File: src/rtl/hazard_stall_unit_pkg.sv
// Shared pipeline definitions for hazard detection and the mult/div unit.
// Register index width, $zero index, HI/LO occupancy states and latency.
package hazard_stall_unit_pkg;

    localparam int REG_W = 5;
    localparam logic [REG_W-1:0] REG_ZERO = '0;
    localparam int MD_LATENCY_DEF = 32;

    typedef enum logic {
        MD_IDLE = 1'b0,
        MD_BUSY = 1'b1
    } md_state_t;

endpackage

File: src/rtl/md_occupancy_counter.sv
// Tracks how long the mult/div unit holds HI/LO after an accepted issue.
// md_busy is high for exactly MD_LATENCY cycles following the accept edge.
module md_occupancy_counter
    import hazard_stall_unit_pkg::*;
#(
    parameter int MD_LATENCY = MD_LATENCY_DEF
) (
    input  logic clk,
    input  logic reset,
    input  logic accept,
    output logic md_busy
);

    localparam int CW = $clog2(MD_LATENCY + 1);

    md_state_t state_q;
    md_state_t state_d;
    logic [CW-1:0] cnt_q;
    logic [CW-1:0] cnt_d;

    always_ff @(posedge clk or negedge reset) begin
        if (!reset) begin
            state_q <= MD_IDLE;
            cnt_q   <= '0;
        end else begin
            state_q <= state_d;
            cnt_q   <= cnt_d;
        end
    end

    always_comb begin
        state_d = state_q;
        cnt_d   = cnt_q;
        unique case (state_q)
            MD_IDLE: begin
                if (accept) begin
                    cnt_d   = CW'(MD_LATENCY);
                    state_d = MD_BUSY;
                end
            end
            MD_BUSY: begin
                // Count runs regardless of pipeline stalls.
                cnt_d = cnt_q - CW'(1);
                if (cnt_q == CW'(1)) begin
                    state_d = MD_IDLE;
                end
            end
        endcase
    end

    assign md_busy = (state_q == MD_BUSY);

endmodule

File: src/rtl/hazard_stall_unit.sv
// Load-use, HI/LO occupancy and branch-flush control beside the ID stage.
// Stall and flush outputs are purely combinational from inputs and state.
module hazard_stall_unit
    import hazard_stall_unit_pkg::*;
#(
    parameter int MD_LATENCY = MD_LATENCY_DEF,
    parameter int CNT_W      = 16
) (
    input  logic             clk,
    input  logic             reset,
    input  logic [REG_W-1:0] ID_rs,
    input  logic [REG_W-1:0] ID_rt,
    input  logic             ID_uses_rt,
    input  logic             ID_is_md,
    input  logic             ID_uses_hilo,
    input  logic             ID_branch_taken,
    input  logic             EX_MemRead,
    input  logic [REG_W-1:0] EX_rt,
    output logic             Block_PC_Write,
    output logic             Block_IF_ID_Write,
    output logic             ID_EX_Bubble,
    output logic             IF_ID_Flush,
    output logic             md_busy,
    output logic [CNT_W-1:0] stall_cycles
);

    logic load_hz;
    logic md_hz;
    logic stall;
    logic md_accept;

    assign load_hz = EX_MemRead && (EX_rt != REG_ZERO) &&
                     ((EX_rt == ID_rs) ||
                      (ID_uses_rt && (EX_rt == ID_rt)));

    assign md_hz = md_busy && (ID_uses_hilo || ID_is_md);
    assign stall = load_hz || md_hz;

    assign Block_PC_Write    = stall;
    assign Block_IF_ID_Write = stall;
    assign ID_EX_Bubble      = stall;
    // A stalled branch is re-evaluated once the hazard clears.
    assign IF_ID_Flush       = ID_branch_taken && !stall;
    assign md_accept         = ID_is_md && !stall;

    md_occupancy_counter #(
        .MD_LATENCY(MD_LATENCY)
    ) u_md_occupancy_counter (
        .clk    (clk),
        .reset  (reset),
        .accept (md_accept),
        .md_busy(md_busy)
    );

    always_ff @(posedge clk or negedge reset) begin
        if (!reset) begin
            stall_cycles <= '0;
        end else if (stall && (stall_cycles != '1)) begin
            stall_cycles <= stall_cycles + CNT_W'(1);
        end
    end

endmodule

File: config.mk
export PLATFORM = sky130hd
export DESIGN_NAME = hazard_stall_unit
export DESIGN_NICKNAME = d
export VERILOG_FILES = /design/src/rtl/hazard_stall_unit_pkg.sv /design/src/rtl/md_occupancy_counter.sv /design/src/rtl/hazard_stall_unit.sv
export SDC_FILE = /design/constraint.sdc
export NUM_CORES = 1
export LEC_CHECK = 0
export CAP_MARGIN = 20
export CORE_MARGIN = 1
export CORE_UTILIZATION = 59
export DETAILED_ROUTE_END_ITERATION = 7
export DONT_BUFFER_PORTS = 1
export HOLD_SLACK_MARGIN = 0.03
export PLACE_DENSITY = 0.75
export REMOVE_ABC_BUFFERS = 1
export SLEW_MARGIN = 10
export SYNTH_ARGS = -nofsm -noshare
export SYNTH_HDL_FRONTEND = slang
export SYNTH_HIERARCHICAL = 1
export SYNTH_SLANG_ARGS = --single-unit
File: constraint.sdc
create_clock -name clk -period 2.6 [get_ports clk]
set_clock_uncertainty 0.2 [all_clocks]
set_input_delay 0.52 -clock clk [delete_from_list [all_inputs] [get_ports clk]]
set_output_delay 0.52 -clock clk [all_outputs]
set_load 0.02 [all_outputs]
==> qor.yml, run 1 <==
finish:
  final_core_util_pct: 68.3
  stdcell_count: 179
  final_area_sq_mm: 0.00151
  layout.nets: 177
  area_growth_syn_to_layout_pct: 9.03
  fill_cells: 179
  drive_gt1_share_pct: 15.2
  antenna_cells: 0
timing:
  timing.final.crit_share_pct: 94.1
  fin_crit_ns: 2.45
  tightest_slew_ns: 0.523
  rsz0062_at_grt: "false"
  layout_setup_ws_ns: 0.153
  max_slew_margin_pct: 65.0
  fin_setup_tns_ns: 0
  hold_slack_ns: 0.297
  drv_slew: 0
  setup_viol: 0
  fmax_ghz: 0.409
  hold_violations: 0
setup_path:
  cp_data_arrival_time_ns: 1.73
  path_max_fanout: 4
  critPathKind: "in2out"
  r2r_slack_ns: 0.28
  end_kind: "output port"
  start_kind: "input pin"
  required_ns: 1.88
floorplan:
  die_w_um: 50.5
  die_h_um: 50.5
  die_area_sq_mm: 0.00255
  num_rows: 17
  core_area_sq_mm: 0.00221
  start_util_pct: 62.6
  pin_count: 43
synth:
  ys_warn_count: 6
  synth_top_cell_area_share_pct: 41.6
  synth.area.top_cells: "dfrtp_1, xnor2_1, xor2_1, nand2_1, nand3_1"
  synth_edf_count: 0
  syn_area_per_cell_sq_um: 9.89
  ys_types: 39
  synthArstFlopShare_pct: 100
  yosysTopAreaCell: "dfrtp_1"
  syn_inst: 140
  synth-seq-cells: 23
  syn_area_sq_mm: 0.00139
  ys.flop_type: "dfrtp_1"
  synth-seq-area-share_pct: 41.6
detailed_routing:
  drc: 0
  wl_per_cell_um: 15.8
  vias: 1091
  wl_um: 2830
  drt-pass1-iter-count: 4
  via_per_inst: 6.09
  antenna_left: 0
  drt-initial-drc-count: 19
pwr:
  total_power_mw: 1.54
  ir_drop_mv: 0.659
  p_per_area_mw_per_mm2: 1020
  p_leak_nw: 0.654
clock_network:
  cts-htree-levels: 1
  clk_pin_slew_ns: 0.14
  cts_tree: "built"
  cts-hold-fix-buffers: 1
  clock_latency_ns: 0.32
  cts_root_buffer: "clkbuf_4"
  cts_setup_buffers: 0
  cts.path.max_buffers: 2
  numCtsBuffers: 3
  cts.sinks: 23
  cts_resized: 0
outcome:
  outcome: "complete, no violations"
global_routing:
  grt_pass1_wl_um: 4530
  antenna_found_initial: 0
  grt_use_total_pct: 24.4
  grt_pass1_vias: 1051
  overflow: 0
  grt_max_degree: 24
hold_path:
  hp-class: "in2async"
run:
  max_cap_viol_count: 0
placed_design:
  port_buffers: 0
  place.gp.congestion: 0.775
  postPlaceCellArea_sq_mm: 0.00146
  hpwl_um: 2070
  place_inst: 173
  pre_cts_ws_ns: 0.157
[cell usage in the layout, fill, tap and decap left out, types with 3 or more instances in the layout]
cell,n
and2_1,3
buf_4,8
clkbuf_4,3
dfrtp_1,23
ha_1,3
inv_1,5
nand2_1,16
nand3_1,11
nor2_1,4
nor3_1,3
nor4_1,6
o21ai_0,6
xnor2_1,12
xor2_1,9
[where the power goes]
part           leakage (nW)  switching, mW  internal, mW
registers             0.279          0.169         0.487
clock network        0.0177          0.113        0.0576
logic                 0.358          0.411         0.307
total                 0.654          0.693         0.851
[metal layers]
metal | vias to the layer above | GRT usage, % | wire (um)
li1 | 519 | - | -
met4 | 0 | 10.6 | 36
met5 | - | 0 | 0
met2 | 38 | 41.6 | 1380
met1 | 529 | 28.4 | 1220
met3 | 5 | 6.97 | 189
[logic make-up after synthesis]
kind of cell / synth area share (%)
simple gates: 26.6
flops: 41.6
xor+xnor: 13.3
compound gates: 8.76
buf+inv: 2.98
mux: 4.15
fa+ha+maj: 2.71
[worst paths after layout]
check,from,to,cells after the start
max,EX_rt[1],IF_ID_Flush,4
min,reset,stall_cycles[9],1
max reg2reg,stall_cycles[4],stall_cycles[1],6
min reg2reg,u_md_occupancy_counter/cnt_q[5],u_md_occupancy_counter/cnt_q[5],1
max in group asynchronous,reset,u_md_occupancy_counter/cnt_q[1],2
min in group clk,u_md_occupancy_counter/cnt_q[5],u_md_occupancy_counter/cnt_q[5],1
[sequential cells by signal, indices dropped and copies added (netlist names)]
register / cells
stall_cycles: 16
u_md_occupancy_counter/cnt_q: 6
u_md_occupancy_counter/md_busy: 1
[synth_stat cells (all sizes together) (2+ instances only)]
cell type  instances
nand3             11
ha                 3
nor2               5
inv                5
o22ai              3
mux2               3
nor4b              3
buf                3
xor2               9
a31oi              2
nor3b              2
xnor2             12
nor3               4
mux2i              2
nand4              3
and2               4
a21oi              2
nand2             16
o21ai              6
nor4               6
a211o              2
dfrtp             23
and3               2
or3                2
[cell type report]
cell class                 count  area, sq um  area share (%)
clock inverter                 1         5.00           0.331
timing repair buffer          10         85.1            5.63
sequential                    23          576            38.1
clock buffer                   3         22.5            1.49
multi-input combinational    109          768            50.9
inverter                       5         18.8            1.24
tap                           28         35.0            2.32
[critical path, cell delays in order]
cell	delay, ns
or4_1	0.52
o21a_1	0.22
a21boi_4	0.19
and2_1	0.28
Note: power is estimated with default switching activity, not from simulation.
==> inputs of run 2 (changes only) <==
- CAP_MARGIN: 20 -> default
- CORE_UTILIZATION: 59 -> 56
- PLACE_DENSITY: 0.75 -> 0.74
- clock period: 2.6 -> 2.1 ns (I/O delays scaled with it)
==> run 2 against run 1 <==
Effect of this change:
- sequential power increased by 11%
- critical path depth grew 1
- routed wire length increased by 6.5%
- largest power group unchanged
- power rose by 35%
- count of clock-buffer cells in the layout grew 1
- clock power increased by 20%
- final cell count up 11%
- non-clock buffer count increased by 20
- the flow now finishes with violations (setup timing)
- core utilization rose by 6.2 points
- die area rose by 5.1%
==> qor.yml, run 2 (synthesized netlist as in run 1, its figures left out) <==
timing:
  drv_slew: 0
  rsz0062_at_grt: "true"
  max_slew_margin_pct: 31.7
  layout_setup_ws_ns: -0.0828
  fmax_ghz: 0.458
  hold_violations: 0
  fin_crit_ns: 2.18
  tightest_slew_ns: 1.02
  timing.final.crit_share_pct: 104
  setup_viol: 4
clock_network:
  cts-htree-levels: 1
  clock_latency_ns: 0.31
  numCtsBuffers: 3
  cts_tree: "built"
  cts_root_buffer: "clkbuf_4"
  cts.path.max_buffers: 2
  cts.sinks: 23
  clk_pin_slew_ns: 0.12
floorplan:
  die_area_sq_mm: 0.00268
  start_util_pct: 60.9
  num_rows: 17
  die_w_um: 51.7
  pin_count: 43
  die_h_um: 51.7
  core_area_sq_mm: 0.00228
finish:
  area_growth_syn_to_layout_pct: 22.4
  drive_gt1_share_pct: 28.1
  final_common_cell: "buf_4"
  antenna_cells: 0
  regMostFlops: "stall_cycles"
  fill_cells: 151
  layout.nets: 197
  regArea_sq_um: 576
  most-common-layout-cells: "buf_4, dfrtp_1, nand2_1"
  largest_reg_flops: 16
  multiInputGateArea_sq_um: 805
placed_design:
  pre_cts_ws_ns: -0.239
  hpwl_um: 2170
  port_buffers: 0
  place.gp.congestion: 0.819
setup_path:
  start_kind: "input pin"
  critPathMaxStageDelay_ns: 0.50
  end_kind: "output port"
  critPathKind: "in2out"
  cp_slowest_cell: "or4_4"
  required_ns: 1.48
  path_max_fanout: 4
  path_cells: "or4_4, o21a_1, a21boi_4, inv_2, buf_8"
  cp_data_arrival_time_ns: 1.56
pwr:
  p_per_area_mw_per_mm2: 1230
  total_power_mw: 2.09
  ir_drop_mv: 1.06
  p_leak_nw: 0.771
global_routing:
  antenna_found_initial: 0
  grt_max_degree: 24
  grt_use_total_pct: 23.3
  grt_pass1_vias: 1142
  overflow: 0
  grt_pass1_wl_um: 4660
run:
  max_cap_viol_count: 0
detailed_routing:
  drt-pass1-iter-count: 4
  drt-initial-drc-count: 17
  drc: 0
  via_per_inst: 5.79
  antenna_left: 0
  vias: 1153
  wl_per_cell_um: 15.1
  wl_um: 3010
outcome:
  outcome: "finished with violations"
  violations: "setup timing"
hold_path:
  hp-class: "in2reg"
==> run 2: cell type report <==
type	instances	area share, %
Multi-Input combinational cell	109	47.5
Inverter	5	1.11
Sequential cell	23	33.9
Tap cell	28	2.07
Timing Repair Buffer	30	13.9
Clock buffer	4	1.55
==> run 2: path summary, 6_finish.rpt <==
kind / startpoint / endpoint / slack (ns) / cells past startpoint
max: EX_rt[4] / ID_EX_Bubble / -0.08 / 5
min in group asynchronous: reset / stall_cycles[11] / 0.52 / 1
min reg2reg: u_md_occupancy_counter/cnt_q[0] / u_md_occupancy_counter/cnt_q[0] / 0.33 / 1
min: ID_is_md / u_md_occupancy_counter/cnt_q[0] / 0.23 / 3
max in group asynchronous: reset / u_md_occupancy_counter/cnt_q[4] / 0.57 / 1
max reg2reg: u_md_occupancy_counter/md_busy / stall_cycles[12] / 0.06 / 7
==> run 2: stage by stage <==
step | setup TNS, ns | util, % | hold WS, ns | std cells | instance area, sq um
floorplan | -1.89 | - | -0.0756 | 137 | 1360
global placement | -1.70 | 69.7 | -0.0752 | 190 | 1590
detailed placement | -2.14 | 69.7 | -0.0750 | 190 | 1590
CTS | -0.365 | 72.4 | 0.280 | 197 | 1650
global route | -0.455 | 74.5 | 0.232 | 199 | 1700
finish | -0.330 | 74.5 | 0.233 | 199 | 1700
==> run 2: worst max-delay path: cells and delay by family <==
family                 cells  cell delay [ns]
AO/OA/AOI/OAI              2             0.43
buffers and inverters      2             0.21
AND/OR/NAND/NOR            1             0.50
==> run 2: per-layer routing <==
metal / GRT usage [%] / up-vias / share of wire [%]
met3: 5.26 / 4 / 6.0
li1: - / 559 / -
met2: 40.5 / 38 / 51
met1: 28.1 / 552 / 42
met4: 8.11 / 0 / 0.96
met5: 0 / - / 0
==> run 2: where the power goes <==
| part | switching (mW) | total, mW | internal [mW] |
|---|---|---|---|
| clock network | 0.132 | 0.206 | 0.0741 |
| logic | 0.642 | 1.16 | 0.514 |
| registers | 0.121 | 0.725 | 0.603 |
==> run 2: what timing repair did <==
action / 4_1_cts / 5_1_grt
endpoints found under the hold margin: 23 / 0
gates resized for setup: 3 / 9
pin swaps: 1 / 5
hold buffers: 1 / 0
buffers inserted: 2 / 2
setup endpoints to repair: 4 / 10
cloned: 0 / 0
